$ cat src/rtl/convolution_2d_result_writer.sv
// AXI4 write-only master for the 2-D convolution result stream.
// Emits INCR bursts split at MAX_BURST beats and 4 KB pages, one burst outstanding at a time.
module convolution_2d_result_writer #(
    parameter int AXI_WIDTH_ID = 4,
    parameter int AXI_WIDTH_AD = 32,
    parameter int AXI_WIDTH_DA = 32,
    parameter int AXI_WIDTH_DS = AXI_WIDTH_DA / 8,
    parameter int AXI_ID       = 0,
    parameter int MAX_BURST    = 16,
    parameter int CNT_WIDTH    = 16
) (
    input  logic                    ACLK,
    input  logic                    ARESET,
    input  logic                    start,
    input  logic [AXI_WIDTH_AD-1:0] base_addr,
    input  logic [CNT_WIDTH-1:0]    num_words,
    output logic                    busy,
    output logic                    done,
    output logic                    error,
    input  logic [AXI_WIDTH_DA-1:0] in_data,
    input  logic                    in_valid,
    output logic                    in_ready,
    output logic [AXI_WIDTH_ID-1:0] M_AXI_RST_AWID,
    output logic [AXI_WIDTH_AD-1:0] M_AXI_RST_AWADDR,
    output logic [7:0]              M_AXI_RST_AWLEN,
    output logic [2:0]              M_AXI_RST_AWSIZE,
    output logic [1:0]              M_AXI_RST_AWBURST,
    output logic                    M_AXI_RST_AWVALID,
    input  logic                    M_AXI_RST_AWREADY,
    output logic [AXI_WIDTH_DA-1:0] M_AXI_RST_WDATA,
    output logic [AXI_WIDTH_DS-1:0] M_AXI_RST_WSTRB,
    output logic                    M_AXI_RST_WLAST,
    output logic                    M_AXI_RST_WVALID,
    input  logic                    M_AXI_RST_WREADY,
    input  logic [AXI_WIDTH_ID-1:0] M_AXI_RST_BID,
    input  logic [1:0]              M_AXI_RST_BRESP,
    input  logic                    M_AXI_RST_BVALID,
    output logic                    M_AXI_RST_BREADY,
    output logic [1:0]              state_dbg
);

    localparam int SIZE = $clog2(AXI_WIDTH_DS);

    typedef enum logic [1:0] {
        IDLE = 2'd0,
        ADDR = 2'd1,
        DATA = 2'd2,
        RESP = 2'd3
    } state_t;

    state_t                  state;
    logic [AXI_WIDTH_AD-1:0] addr_q;
    logic [CNT_WIDTH-1:0]    rem_q;
    logic [8:0]              len_q;
    logic [8:0]              beat_q;
    logic                    awvalid_q;
    logic [AXI_WIDTH_AD-1:0] awaddr_q;
    logic [7:0]              awlen_q;
    logic                    done_q;
    logic                    error_q;

    logic [AXI_WIDTH_AD-1:0] next_addr;
    logic [8:0]              len_start;
    logic [8:0]              len_next;
    logic                    w_fire;
    logic                    unused_bid;

    // Beats allowed from this address: the smallest of words left, MAX_BURST
    // and the room before the next 4 KB page.
    function automatic logic [8:0] calc_len(input logic [11:0] page_off,
                                            input logic [CNT_WIDTH-1:0] rem);
        logic [12:0] room;
        logic [31:0] lim;
        room = (13'd4096 - {1'b0, page_off}) >> SIZE;
        lim  = (32'(room) < 32'(MAX_BURST)) ? 32'(room) : 32'(MAX_BURST);
        if (32'(rem) < lim) lim = 32'(rem);
        return 9'(lim);
    endfunction

    assign next_addr  = addr_q + (AXI_WIDTH_AD'(len_q) << SIZE);
    assign len_start  = calc_len(base_addr[11:0], num_words);
    assign len_next   = calc_len(next_addr[11:0], rem_q);
    assign unused_bid = ^M_AXI_RST_BID;

    // Every channel transfers on a cycle where valid and ready are both high;
    // a raised valid is held with stable payload until that cycle.
    assign w_fire = (state == DATA) && in_valid && M_AXI_RST_WREADY;

    assign M_AXI_RST_AWID    = AXI_WIDTH_ID'(AXI_ID);
    assign M_AXI_RST_AWSIZE  = 3'(SIZE);
    assign M_AXI_RST_AWBURST = 2'b01;
    assign M_AXI_RST_AWADDR  = awaddr_q;
    assign M_AXI_RST_AWLEN   = awlen_q;
    assign M_AXI_RST_AWVALID = awvalid_q;
    assign M_AXI_RST_WDATA   = in_data;
    assign M_AXI_RST_WSTRB   = '1;
    assign M_AXI_RST_WVALID  = (state == DATA) && in_valid;
    assign M_AXI_RST_WLAST   = (state == DATA) && (beat_q == 9'd1);
    assign in_ready          = (state == DATA) && M_AXI_RST_WREADY;
    assign M_AXI_RST_BREADY  = (state == RESP);
    assign busy              = (state != IDLE);
    assign done              = done_q;
    assign error             = error_q;
    assign state_dbg         = state;

    always_ff @(posedge ACLK) begin
        if (ARESET) begin
            state     <= IDLE;
            addr_q    <= '0;
            rem_q     <= '0;
            len_q     <= '0;
            beat_q    <= '0;
            awvalid_q <= 1'b0;
            awaddr_q  <= '0;
            awlen_q   <= '0;
            done_q    <= 1'b0;
            error_q   <= 1'b0;
        end else begin
            done_q <= 1'b0;
            case (state)
                IDLE: begin
                    if (start) begin
                        error_q <= 1'b0;
                        if (num_words == '0) begin
                            done_q <= 1'b1;
                        end else begin
                            addr_q    <= base_addr;
                            rem_q     <= num_words;
                            len_q     <= len_start;
                            awaddr_q  <= base_addr;
                            awlen_q   <= 8'(len_start - 9'd1);
                            awvalid_q <= 1'b1;
                            state     <= ADDR;
                        end
                    end
                end
                ADDR: begin
                    if (M_AXI_RST_AWREADY) begin
                        awvalid_q <= 1'b0;
                        beat_q    <= len_q;
                        state     <= DATA;
                    end
                end
                DATA: begin
                    if (w_fire) begin
                        beat_q <= beat_q - 9'd1;
                        rem_q  <= rem_q - CNT_WIDTH'(1);
                        if (beat_q == 9'd1) state <= RESP;
                    end
                end
                RESP: begin
                    if (M_AXI_RST_BVALID) begin
                        if (M_AXI_RST_BRESP != 2'b00) error_q <= 1'b1;
                        addr_q <= next_addr;
                        if (rem_q == '0) begin
                            done_q <= 1'b1;
                            state  <= IDLE;
                        end else begin
                            len_q     <= len_next;
                            awaddr_q  <= next_addr;
                            awlen_q   <= 8'(len_next - 9'd1);
                            awvalid_q <= 1'b1;
                            state     <= ADDR;
                        end
                    end
                end
                default: state <= IDLE;
            endcase
        end
    end

endmodule

$ cat config.mk
export PLATFORM = sky130hd
export DESIGN_NAME = convolution_2d_result_writer
export DESIGN_NICKNAME = d
export VERILOG_FILES = /design/src/rtl/convolution_2d_result_writer.sv
export SDC_FILE = /design/constraint.sdc
export NUM_CORES = 1
export LEC_CHECK = 0
export CAP_MARGIN = 20
export CELL_PAD_IN_SITES_DETAIL_PLACEMENT = 1
export CELL_PAD_IN_SITES_GLOBAL_PLACEMENT = 1
export CORE_AREA = 2 2 153 155
export DETAILED_ROUTE_END_ITERATION = 6
export DIE_AREA = 0 0 155 157
export GPL_TIMING_DRIVEN = 0
export PLACE_DENSITY = 0.84
export SLEW_MARGIN = 20
export SYNTH_ARGS = -nofsm -noshare
export SYNTH_HDL_FRONTEND = slang
export SYNTH_SLANG_ARGS = --single-unit
$ cat constraint.sdc
create_clock -name ACLK -period 4.6 [get_ports ACLK]
set_input_delay 0.92 -clock ACLK [delete_from_list [all_inputs] [get_ports ACLK]]
set_output_delay 0.92 -clock ACLK [all_outputs]
set_load 0.005 [all_outputs]
### After elaboration in Yosys (flattened, before gate mapping)

Index checks and enable logic that the tools add are counted.
Widths: inputs -> output; s select.

* register bits after elaboration: 111
* latch bits: 0
* bits in writable memories: 0
* memory bits (read-only): 0
* bits of input ports: 93
* output and inout port bits: 95
* word-level logic and storage cells: 104
* memories: 0

* add/sub/neg operators: 7
* multipliers: 0
* div/mod/pow operators: 0
* magnitude comparators: 4
* equal/unequal tests: 12
* shift operators: 0
* mux-type cells: 51
* bitwise logic cells: 0
* reduce and logical (&&, ||, !) cells: 20

Operators with widths (number)
* $mux 32: 5
* $pmux 32 s2: 2
* $mux 9: 8
* $mux 16: 3
* $pmux 9 s2: 2
* $add 32x11->32: 1
* $logic_not 16->1: 2
* $lt 16x11->1: 2
* $mux 8: 4
* $pmux 16 s2: 1
* $sub 13x12->13 const A: 2
* $lt 11x5->1 const B: 2
* $mux 11: 2
* $pmux 8 s2: 1
* $sub 16x1->16 const B: 1
* $sub 8x1->8 const B: 2
* $mux 1: 13
* $mux 2: 6
* $ne 2x2->1 const B: 6
* $reduce_and 4->1: 3
* $reduce_and 6->1: 2
* $reduce_bool 2->1: 5
* $eq 9x1->1 const B: 1
* $sub 9x1->9 const B: 1
* other kinds (11): 17

### Logic depth before layout (Yosys ltp)

Gate-level depths: netlist of run 1.

* depth in word-level cells: 10
* gate-level depth with buffers: 23
* gate-level depth less buffers: 23

### Worst setup path before layout of run 1

OpenSTA, ideal clock, no wires.

* path kind: reg-to-reg
* start point: register addr_q[3]
* end point: register awlen_q[5] (netlist: M_AXI_RST_AWLEN[5])
* data arrival time: 4449 ps
* data required time: 4478 ps
* path slack: 29 ps
* stages on the path, launching flop included: 18
* period minus slack after synthesis: 4571 ps
* cell sequence: dfxtp_1 ha_1 a211oi_1 o21ai_0 a211oi_2 xor2_1 nor4_4 and2_2 nand2_1 ha_1 a211o_1 o31ai_1 nand2_1 nand4_1 a31oi_1 a311oi_2 a31oi_1 a311o_1

* longest elaborated chain between the ends: 10

Ends and longest elaborated chain
* start: declaration: RTL line 52 `logic [AXI_WIDTH_AD-1:0] addr_q;`
* start signal: assignment: RTL line 127 `addr_q <= base_addr;`
* start signal: assignment: RTL line 154 `addr_q <= next_addr;`
* $add 32x11->32 (*): RTL line 80 `assign next_addr = addr_q + (AXI_WIDTH_AD'(len_q) << SIZE);`
* $sub 13x12->13 (*): RTL line 74 `room = (13'd4096 - {1'b0, page_off}) >> SIZE;`
* $lt 11x5->1: RTL line 75 `lim = (32'(room) < 32'(MAX_BURST)) ? 32'(room) : 32'(MAX_BURST);`
* $mux 11 (*): RTL line 75
* $lt 16x11->1: RTL line 76 `if (32'(rem) < lim) lim = 32'(rem);`
* $mux 9 (*): RTL line 76
* $sub 8x1->8 (*): RTL line 161 `awlen_q <= 8'(len_next - 9'd1);`
* $mux 8 (*): RTL line 155 `if (rem_q == '0) begin`
* $mux 8 (*): RTL line 152 `if (M_AXI_RST_BVALID) begin`
* $pmux 8 s2 (*): RTL line 120 `case (state)`
* end signal: assignment: RTL line 131 `awlen_q <= 8'(len_start - 9'd1);`
* end signal: assignment: RTL line 161
* end: declaration: RTL line 58 `logic [7:0] awlen_q;`

Mark *: on every way between the ends. The rest lies on a longest branch, timed or not. The select of a mux whose other input is x is not followed.
A chain may end at the register's enable or synchronous reset.

### Worst setup path after layout of run 1

* start point: register addr_q[3]
* end point: register awlen_q[3] (netlist: M_AXI_RST_AWLEN[3])

Same word-level chain as after synthesis.

==> flow_metrics.py, run 1 <==
metrics = {
    "sta": {
        "post-route-period-util_pct": 104,
        "max_freq_ghz": 0.209,
        "finalSetupViolations": 7,
        "drv_slew": 0,
        "tightest_slew_ps": 965,
        "post-route-min-period_ps": 4790,
        "final_hold_viol_count": 0,
        "relSlewSlack_pct": 35.7,
        "skew_ps": 9.97,
        "setup_slack_ps": -192,
    },
    "detailed_routing": {
        "detail_route.vias_per_cell": 5.73,
        "drt_iter0_drc": 565,
        "wire_per_inst_um": 21.9,
        "num_vias": 8308,
        "dr.pass1.iters": 5,
        "wl_um": 31800,
        "ant_nets": 0,
        "route.detailed.drc": 0,
    },
    "global_route": {
        "grt_first_pass_wirelength_um": 45200,
        "grt_overflow_total": 0,
        "grt_pass1_vias": 8419,
        "grt_start_max_net_pins": 19,
        "grt.total_usage_pct": 23.5,
        "antenna_found_initial": 0,
    },
    "logic_synthesis": {
        "netlist.area_leader.share_pct": 30.2,
        "ys_ff_latch": 111,
        "seq_area_frac_synth_pct": 30.2,
        "yosys.area.top_type": "dfxtp_1",
        "netlist_instances": 952,
        "synthDistinctLibCells": 86,
        "synth.most_common_cell": "nand2_1",
        "postSynthAreaPerCell_um2": 7.73,
        "synthArstFlopShare_pct": 0,
        "syn-cell-area_um2": 7360,
        "yosys-top-cells-area": "dfxtp_1 30%, nand2_1 7.1%, ha_1 6.5%, nor2_1 5.8%, a21oi_1 5.5%",
        "synthFlopType": "dfxtp_1",
        "yosys_warnings": 0,
        "synthTopCellsByCount": "139 x nand2_1, 113 x nor2_1, 111 x dfxtp_1, 81 x a21oi_1, 46 x buf_4",
        "synth-edff-count": 0,
    },
    "layout": {
        "syn_to_final_growth_pct": 38.8,
        "final_nets": 1293,
        "final_cells": 1451,
        "drive_above_1_share_pct": 17.2,
        "nFillCells": 2732,
        "num_antenna_cells": 0,
    },
    "worst_setup_path": {
        "timing.rr.end": "M_AXI_RST_AWLEN[3]$_SDFFE_PP0P_",
        "worstPathMaxFanout": 5,
        "crit_type": "register to register",
        "r2r-start": "addr_q[3]$_SDFFE_PP0P_",
        "critPathCaptureType": "register",
        "worstPathArrival_ps": 5040,
        "r2r_slack_ps": -190,
        "startpoint": "addr_q[3]$_SDFFE_PP0P_",
        "crit_end": "M_AXI_RST_AWLEN[3]$_SDFFE_PP0P_",
        "start_kind": "register",
        "cp.required_ps": 4850,
        "rr_worst_depth": 22,
    },
    "place": {
        "dpl.hpwl_um": 21200,
        "port_buffers": 137,
        "place.gp.congestion": 0.927,
        "place_ws_ps": -1140,
        "dp_cells": 1397,
    },
    "die": {
        "coreArea_um2": 22500,
        "num_rows": 55,
        "start_util_pct": 32.7,
        "die_height_um": 157,
        "io_pins": 188,
        "dieArea_um2": 24300,
        "fp.dieW_um": 155,
    },
    "run_status": {
        "violations": "setup timing",
        "status": "finished with violations",
    },
    "clock_tree": {
        "htreeDepth": 3,
        "path_clk_slew_ps": 80,
        "cts_tree": "built",
        "numCtsBuffers": 9,
        "clock_latency_ps": 360,
        "clock_tree.root_cell": "clkbuf_16",
        "cts_sinks": 111,
        "cts_max_path_buffers": 2,
    },
    "pwr": {
        "p_per_area_nw_per_um2": 687,
        "irDropWorstVdd_mv": 0.243,
        "p_leak_nw": 3.79,
    },
    "job": {
        "max-cap-violations": 0,
    },
    "hold_path": {
        "hold_class": "register to register",
        "hold_path.startpoint": "M_AXI_RST_AWADDR[14]$_SDFFE_PP0P_",
    },
}
==> area by class of cell <==
cell class,instances,area [um2],share of cell area [%]
Multi-Input combinational cell,747,5020,49.2
Sequential cell,111,2240,22.0
Timing Repair Buffer,176,1670,16.3
Buffer,92,556,5.44
Tap cell,285,357,3.49
Clock buffer,11,233,2.28
Inverter,24,90.1,0.882
Clock inverter,5,41.3,0.404
==> per-layer routing <==
metal  up-vias  global-route usage [%]  wire (um)
met2       433                    41.1      15500
met3       111                    5.51       2350
met5         -                       0          0
met1      3997                    27.6      12400
li1       3767                       -          -
met4         0                    9.88       1500
==> per-stage QoR <==
step / cell area, um2 / util [%] / hold WS [ps] / setup TNS [ps] / total power, mW
2_1_floorplan: 7440 / - / 449 / 0 / 4.03
3_3_place_gp: 9170 / 40.8 / 444 / -12180 / 5.24
3_5_place_dp: 9170 / 40.8 / 456 / -13140 / 5.38
4_1_cts: 9750 / 43.3 / 471 / 0 / 6.39
5_1_grt: 10200 / 45.4 / 492 / -1500 / 7.39
6_report: 10200 / 45.4 / 463 / -891 / 7.01
==> layout by cell type, fill, tap and decap left out, drive strengths merged, types with 7 or more instances in the layout <==
master         synthesis  layout
xnor2                 19      19
xor2                  12      12
o22ai                 22      22
o21a                   7       7
clkdlybuf4s50          1     135
and2                   8       8
ha                    38      38
a21oi                 81      81
conb                   2      25
o31ai                  7       7
dfxtp                111     111
o21ai                 35      35
a31oi                 11      11
nand3                 24      24
nor3                  21      21
a211oi                44      44
nand2                139     139
clkbuf                41      51
nand4                  8       8
mux2i                 12      12
o211ai                 7       7
buf                   51      90
inv                   22      24
nor2                 114     114
==> state kept, by name, indices dropped and copies added, names as in the netlist, 2 cells and up <==
name and count:
len_q 9, state_dbg 2, beat_q 9, M_AXI_RST_AWADDR 32
M_AXI_RST_AWLEN 8, addr_q 32, rem_q 16
==> kinds of logic (layout without fill, tap and decap cells) <==
group           Yosys count  in the layout  synth area share (%)
simple gates            373            373                  24.2
compound gates          267            267                  24.6
buf+inv                 117            308                  8.83
flops                   111            111                  30.2
fa+ha+maj                39             39                  6.74
xor+xnor                 31             31                  3.69
mux                      12             12                  1.63
other cells               2             25                 0.102
==> where the power goes <==
part / leakage (nW) / switching (mW) / internal (mW) / total, mW
registers: 0.919 / 0.447 / 1.36 / 1.81
logic: 2.74 / 2.63 / 1.80 / 4.43
clock network: 0.132 / 0.394 / 0.375 / 0.770
total: 3.79 / 3.47 / 3.54 / 7.01
==> worst max-delay path: stages (launching register included) <==
cell and delay, ps:
dfxtp_4 370, ha_4 250, a211oi_4 340, buf_4 180, buf_4 110, nor2_1 50, xor2_1 270, nor2_1 140
nor4_4 340, and2_4 260, nand2_2 90, ha_4 240, a211o_1 320, o31ai_4 220, buf_6 170, a21oi_2 60
nand4_1 120, o21ai_2 110, buf_4 160, a311oi_2 250, buf_4 190, a21oi_2 80, a311o_1 340
==> how the worst min path moves through the flow <==
stage | slack (ps) | depth (start not counted) | end
floorplan | 450 | 2 | addr_q[31]$_SDFFE_PP0P_
global placement | 440 | 2 | M_AXI_RST_AWADDR[14]$_SDFFE_PP0P_
detailed placement | 460 | 2 | M_AXI_RST_AWADDR[23]$_SDFFE_PP0P_
CTS | 470 | 2 | M_AXI_RST_AWADDR[14]$_SDFFE_PP0P_
global route | 490 | 2 | M_AXI_RST_AWADDR[14]$_SDFFE_PP0P_
finish | 460 | 2 | M_AXI_RST_AWADDR[14]$_SDFFE_PP0P_
==> what timing repair did <==
action	4_1_cts	5_1_grt
gates resized for setup	57	48
setup buffers	10	30
pin swaps	14	31
gates cloned	0	0
setup endpoints to repair	17	9
hold buffers	0	0
Power figures use the tool's default switching activity.
==> inputs of run 2 (changes only) <==
--- a/config.mk
+++ b/config.mk
@@ -12,6 +12,7 @@
 export DETAILED_ROUTE_END_ITERATION = 6
 export DIE_AREA = 0 0 155 157
 export GPL_TIMING_DRIVEN = 0
+export MAX_ROUTING_LAYER = met4
 export PLACE_DENSITY = 0.84
 export SLEW_MARGIN = 20
 export SYNTH_ARGS = -nofsm -noshare
==> run 2 against run 1 <==
The run still ends with setup timing left. Critical path depth down 4. Power down 2.1%. Die area unchanged.
==> flow_metrics.py, run 2 (synthesis gave the netlist of run 1 again) <==
metrics = {
    "pwr": {
        "irDropWorstVdd_mv": 0.288,
        "switching_power_mw": 3.35,
        "pwr-share-comb_pct": 62.3,
        "p_per_area_nw_per_um2": 678,
        "p_leak_nw": 3.72,
        "intPower_mw": 3.51,
        "p_clk_share_pct": 11.5,
        "netSwitchingFraction_pct": 48.8,
        "p_seq_share_pct": 26.2,
    },
    "detailed_routing": {
        "route.detailed.drc": 0,
        "drt_iter0_drc": 448,
        "ant_nets": 0,
        "dr.pass1.iters": 5,
        "wl_um": 29800,
        "detail_route.vias_per_cell": 5.62,
        "wire_per_inst_um": 20.7,
        "num_vias": 8098,
    },
    "worst_setup_path": {
        "worstPathMaxFanout": 6,
        "worst-path-buf-inv": 3,
        "cp.depth": 18,
        "cp.required_ps": 4860,
        "critPathCaptureType": "register",
        "crit_end": "M_AXI_RST_AWLEN[5]$_SDFFE_PP0P_",
        "startpoint": "addr_q[3]$_SDFFE_PP0P_",
        "path_common_cell": "buf_4",
        "rr_worst_depth": 18,
        "slowest_stage": "o41ai_4",
        "cp_cell_sequence": "ha_4 -> a211oi_4 -> o21ai_2 -> a211oi_2 -> xor2_2 -> nor4_4 -> and2_4 -> buf_4 -> nand2b_1 -> ha_1 -> nor4b_4 -> buf_4 -> a31oi_4 -> buf_4 -> o41ai_4 -> nor2_1 -> and4_1 -> a311o_1",
        "r2r-start": "addr_q[3]$_SDFFE_PP0P_",
        "slowest_delay_ps": 440,
        "timing.rr.end": "M_AXI_RST_AWLEN[5]$_SDFFE_PP0P_",
        "crit_type": "register to register",
        "worstPathArrival_ps": 4890,
        "r2r_slack_ps": -30,
        "start_kind": "register",
        "critPathTopFamily": "compound AO/OA/AOI/OAI gates",
    },
    "clock_tree": {
        "cts_max_path_buffers": 2,
        "numCtsBuffers": 9,
        "htreeDepth": 3,
        "clock_tree.root_cell": "clkbuf_16",
        "cts_tree": "built",
        "cts_sinks": 111,
        "path_clk_slew_ps": 80,
        "clock_latency_ps": 370,
    },
    "die": {
        "fp.dieW_um": 155,
        "coreArea_um2": 22500,
        "io_pins": 188,
        "dieArea_um2": 24300,
        "start_util_pct": 32.7,
        "num_rows": 55,
        "die_height_um": 157,
    },
    "sta": {
        "post-route-min-period_ps": 4630,
        "setup_slack_ps": -29.6,
        "finalSetupViolations": 2,
        "skew_ps": 13.0,
        "max_freq_ghz": 0.216,
        "post-route-period-util_pct": 101,
        "tightest_slew_ps": 1140,
        "final_hold_viol_count": 0,
        "relSlewSlack_pct": 23.6,
        "drv_slew": 0,
    },
    "global_route": {
        "grt.total_usage_pct": 24.0,
        "grt_pass1_vias": 8304,
        "grt_start_max_net_pins": 20,
        "antenna_found_initial": 0,
        "grt_first_pass_wirelength_um": 44900,
        "grt_overflow_total": 0,
    },
    "layout": {
        "layout_commonest_cell": "nand2_1",
        "drive_above_1_share_pct": 16.7,
        "post-route-util_pct": 45.0,
        "num_antenna_cells": 0,
        "final_nets": 1284,
        "final_cells": 1442,
        "layout_common_cells": "135 x nand2_1, 134 x clkdlybuf4s50_1, 110 x nor2_1",
        "syn_to_final_growth_pct": 37.6,
    },
    "place": {
        "port_buffers": 137,
        "dpl.hpwl_um": 21300,
        "dp_cells": 1397,
        "place.gp.congestion": 0.923,
    },
    "hold_path": {
        "hold_class": "register to register",
    },
    "run_status": {
        "violations": "setup timing",
        "status": "finished with violations",
    },
    "job": {
        "max-cap-violations": 0,
    },
}
-- run 2: cell types whose count changed in the layout (fill, tap and decap cells not counted), moves of 2 or more --
cell / change
a211oi_4: -2
a21oi_1: +4
a21oi_2: -4
buf_4: -10
clkbuf_1: -2
nor2_1: -2
nor2_2: +2
-- run 2: worst min-delay path by stage --
stage,start,slack (ps),depth (start not counted),end
finish,M_AXI_RST_AWADDR[14]$_SDFFE_PP0P_,460,2,M_AXI_RST_AWADDR[14]$_SDFFE_PP0P_
global route,M_AXI_RST_AWADDR[14]$_SDFFE_PP0P_,490,2,M_AXI_RST_AWADDR[14]$_SDFFE_PP0P_
CTS,M_AXI_RST_AWADDR[12]$_SDFFE_PP0P_,470,2,M_AXI_RST_AWADDR[12]$_SDFFE_PP0P_
detailed placement,M_AXI_RST_AWADDR[12]$_SDFFE_PP0P_,460,2,M_AXI_RST_AWADDR[12]$_SDFFE_PP0P_
global placement,M_AXI_RST_AWADDR[14]$_SDFFE_PP0P_,440,2,M_AXI_RST_AWADDR[14]$_SDFFE_PP0P_
floorplan,addr_q[31]$_SDFFE_PP0P_,450,2,addr_q[31]$_SDFFE_PP0P_
-- run 2: power groups by stage --
stage,registers [mW],clock network (mW),logic (mW)
finish,1.80,0.789,4.27
floorplan,1.64,0,2.38
detailed placement,1.77,0,3.62
global placement,1.75,0,3.49
CTS,1.77,0.789,3.91
global route,1.85,0.825,4.63
-- run 2: stage by stage --
step | hold slack [ps] | area (um2) | worst slack, ps | total power, mW | TNS [ps]
3_3_place_gp | 444 | 9170 | -1130 | 5.24 | -12620
6_report | 465 | 10100 | -29.6 | 6.86 | -30.1
4_1_cts | 467 | 9870 | 7.94 | 6.48 | 0
3_5_place_dp | 456 | 9170 | -1170 | 5.39 | -13370
2_1_floorplan | 449 | 7440 | 29.2 | 4.03 | 0
5_1_grt | 486 | 10100 | -189 | 7.30 | -783
-- run 2: layout make-up --
cell class              instances  area [um2]
clock inverters                 7        56.3
plain buffers                  92         556
well taps                     285         357
multi-input cells             747        4990
fillers                      2724       12400
clock buffers                   9         225
repair buffers                167        1610
inverters                      24        90.1
flip-flops and latches        111        2240
-- run 2: per-layer routing --
layer / global-route usage (%) / up-vias / wire (um)
li1: - / 3757 / -
met1: 28.3 / 3960 / 12400
met2: 41.1 / 309 / 14700
met3: 4.76 / 72 / 1800
met4: 7.58 / 0 / 905
met5: - / - / 0
-- run 2: repair_timing --
action / CTS / global route
endpoints found under the setup margin: 17 / 7
buffers inserted: 15 / 15
hold buffers: 0 / 0
pin swaps: 23 / 21
endpoints found under the hold margin: 0 / 0
gates resized for setup: 69 / 30
-- run 2: tightest hold or removal path, delay by kind of cell (launching register included) --
| kind | cells | cell delay (ps) |
|---|---|---|
| DFF | 1 | 320 |
| and+or+nand+nor | 1 | 50 |
| AOI/OAI and AO/OA | 1 | 50 |
==> inputs of run 3 (changes only) <==
--- a/config.mk
+++ b/config.mk
@@ -14,6 +14,7 @@
 export GPL_TIMING_DRIVEN = 0
 export MAX_ROUTING_LAYER = met4
 export PLACE_DENSITY = 0.84
+export REMOVE_ABC_BUFFERS = 1
 export SLEW_MARGIN = 20
 export SYNTH_ARGS = -nofsm -noshare
 export SYNTH_HDL_FRONTEND = slang
==> run 3 against run 2 <==
The flow still finishes with violations (setup timing). Sequential cell count unchanged. Power fell by 2.2%. Worst hold slack worse by 4.2 ps. Clock power rose by 9.5%. Non-clock buffer count is 123 lower. Cell count decreased by 8.5%. Routed wire length is 11% lower. Via count shrank 8.4%. Sequential share of layout area grew 1.6 points. Setup slack got worse by 78 ps. Highest routed layer unchanged.
==> flow_metrics.py, run 3 (synthesis gave the netlist of run 1 again) <==
metrics = {
    "pwr": {
        "p_per_area_nw_per_um2": 714,
        "p_seq_share_pct": 26.4,
        "intPower_mw": 3.54,
        "pwr-share-comb_pct": 60.7,
        "irDropWorstVdd_mv": 0.268,
        "p_leak_nw": 3.36,
        "total_power_mw": 6.71,
        "switching_power_mw": 3.17,
        "netSwitchingFraction_pct": 47.2,
        "p_clk_share_pct": 12.9,
    },
    "place": {
        "dp_cells": 1279,
        "place_area_um2": 8470,
        "place.gp.congestion": 0.896,
        "port_buffers": 106,
        "dpl.hpwl_um": 18100,
    },
    "die": {
        "die_height_um": 157,
        "fp.dieW_um": 155,
        "io_pins": 188,
        "dieArea_um2": 24300,
        "start_util_pct": 32.7,
        "num_rows": 55,
        "coreArea_um2": 22500,
    },
    "hold_path": {
        "min_to": "M_AXI_RST_AWADDR[31]$_SDFFE_PP0P_",
        "hold_path.startpoint": "M_AXI_RST_AWADDR[31]$_SDFFE_PP0P_",
        "hold_class": "register to register",
        "min_path_cells": 2,
    },
    "worst_setup_path": {
        "r2r-start": "len_q[1]$_SDFFE_PP0P_",
        "crit_type": "register to register",
        "timing.rr.end": "M_AXI_RST_AWLEN[5]$_SDFFE_PP0P_",
        "start_kind": "register",
        "slowest_stage": "a211oi_2",
        "cp_cell_sequence": "ha_4 -> a211oi_4 -> o21ai_2 -> a211oi_2 -> xor2_2 -> nor4_4 -> and2_4 -> buf_6 -> nand2_4 -> ha_4 -> a211o_1 -> o31ai_4 -> buf_4 -> buf_6 -> nand2_4 -> nand4_1 -> a31oi_4 -> a311oi_2 -> buf_4 -> a31oi_1 -> a311o_1",
        "slowest_delay_ps": 410,
        "worstPathMaxFanout": 6,
        "rr_worst_depth": 21,
        "cp.required_ps": 4860,
        "critPathCaptureType": "register",
        "worstPathArrival_ps": 4970,
        "r2r_slack_ps": -110,
    },
    "detailed_routing": {
        "detail_route.vias_per_cell": 5.63,
        "route.detailed.drc": 0,
        "ant_nets": 0,
        "wire_per_inst_um": 20.2,
        "num_vias": 7420,
        "drt_iter0_drc": 357,
        "wl_um": 26700,
        "dr.pass1.iters": 4,
    },
    "clock_tree": {
        "cts_tree": "built",
        "path_clk_slew_ps": 80,
        "clock_latency_ps": 370,
        "cts_sinks": 111,
        "numCtsBuffers": 9,
        "clock_tree.root_cell": "clkbuf_16",
        "hold_buffers": 0,
        "cts_max_path_buffers": 2,
        "htreeDepth": 3,
    },
    "run_status": {
        "status": "finished with violations",
        "violations": "setup timing",
    },
    "layout": {
        "final_cells": 1319,
        "drive_above_1_share_pct": 14.0,
        "layout_commonest_cell": "nand2_1",
        "post-route-util_pct": 41.8,
        "finalInstanceArea_um2": 9400,
        "syn_to_final_growth_pct": 27.7,
        "num_antenna_cells": 0,
        "final_nets": 1161,
        "layout_common_cells": "135 x nand2_1, 110 x nor2_1, 105 x dfxtp_1",
    },
    "sta": {
        "relSlewSlack_pct": 39.7,
        "skew_ps": 13.4,
        "drv_slew": 0,
        "setup_slack_ps": -108,
        "max_freq_ghz": 0.212,
        "tightest_slew_ps": 898,
        "final_hold_viol_count": 0,
        "rsz0062_at_grt": "true",
        "finalSetupViolations": 6,
        "post-route-min-period_ps": 4710,
        "post-route-period-util_pct": 102,
    },
    "global_route": {
        "grt_util_met1_pct": 25.2,
        "antenna_found_initial": 0,
        "grt_pass1_vias": 7477,
        "grt.total_usage_pct": 21.2,
        "grt-busiest-layer": "met2",
        "use_met2_pct": 36.8,
        "grt_start_max_net_pins": 58,
        "grt_overflow_total": 0,
        "grt.met3_usage_pct": 4.90,
        "grt_first_pass_wirelength_um": 39900,
    },
    "job": {
        "max-cap-violations": 0,
    },
}
-- run 3: cell count changes in the layout (fill, tap and decap cells not counted), sizes merged --
cell           delta
clkbuf           -37
buf              -50
clkinvlp          -1
clkdlybuf4s50    -31
inv               -1
clkinv            -2
bufinv            +1
dlygate4sd2       -2
-- run 3: power groups by stage --
stage | Sequential [mW] | Clock, mW | Combinational, mW
after detailed placement | 1.75 | 0 | 3.51
after global placement | 1.73 | 0 | 3.27
after CTS | 1.75 | 0.863 | 3.80
after floorplan | 1.64 | 0 | 2.25
final | 1.77 | 0.864 | 4.07
after global routing | 1.83 | 0.907 | 4.42
-- run 3: critical path: cells and delay by family (launching register included) --
family / cells / cell delay, ps
adder cells (fa/ha/maj): 2 / 410
AO/OA/AOI/OAI: 9 / 2220
buffers and inverters: 4 / 570
XOR/XNOR: 1 / 160
flip-flops: 1 / 370
AND/OR/NAND/NOR: 5 / 860
-- run 3: cell type report --
class | instances | area [um2]
Tap cell | 285 | 357
Clock buffer | 12 | 256
Inverter | 24 | 91.3
Fill cell | 2645 | 13100
Clock inverter | 4 | 51.3
Sequential cell | 111 | 2240
Multi-Input combinational cell | 747 | 5040
Timing Repair Buffer | 136 | 1370
-- run 3: through the flow --
| stage | TNS [ps] | hold slack [ps] | setup WS, ps |
|---|---|---|---|
| final | -464 | 460 | -108 |
| after global placement | -223840 | 445 | -4510 |
| after CTS | 0 | 464 | 0.695 |
| after global routing | -1550 | 477 | -296 |
| after detailed placement | -13820 | 453 | -1180 |
| after floorplan | -23570 | 443 | -1110 |
-- run 3: metal layers --
metal | share of wire (%) | up-vias
li1 | - | 3509
met1 | 44 | 3658
met2 | 49 | 217
met3 | 5.3 | 36
met4 | 1.8 | 0
met5 | 0 | -
-- run 3: how the worst max path moves through the flow --
stage / from / endpoint / slack [ps] / cells after the start
floorplan: state_dbg[1]$_SDFFE_PP0P_ / M_AXI_RST_AWLEN[5]$_SDFFE_PP0P_ / -1110 / 8
global placement: state_dbg[1]$_SDFFE_PP0P_ / M_AXI_RST_AWLEN[5]$_SDFFE_PP0P_ / -4510 / 8
detailed placement: len_q[1]$_SDFFE_PP0P_ / M_AXI_RST_AWLEN[6]$_SDFFE_PP0P_ / -1180 / 19
CTS: base_addr[2] / M_AXI_RST_AWLEN[4]$_SDFFE_PP0P_ / 0.7 / 18
global route: len_q[1]$_SDFFE_PP0P_ / M_AXI_RST_AWLEN[5]$_SDFFE_PP0P_ / -300 / 21
finish: len_q[1]$_SDFFE_PP0P_ / M_AXI_RST_AWLEN[5]$_SDFFE_PP0P_ / -110 / 21
-- run 3: repair_timing --
action	4_1_cts	5_1_grt
endpoints found under the setup margin	17	9
pin swaps	18	32
resized for setup	54	42
buffers inserted	13	11
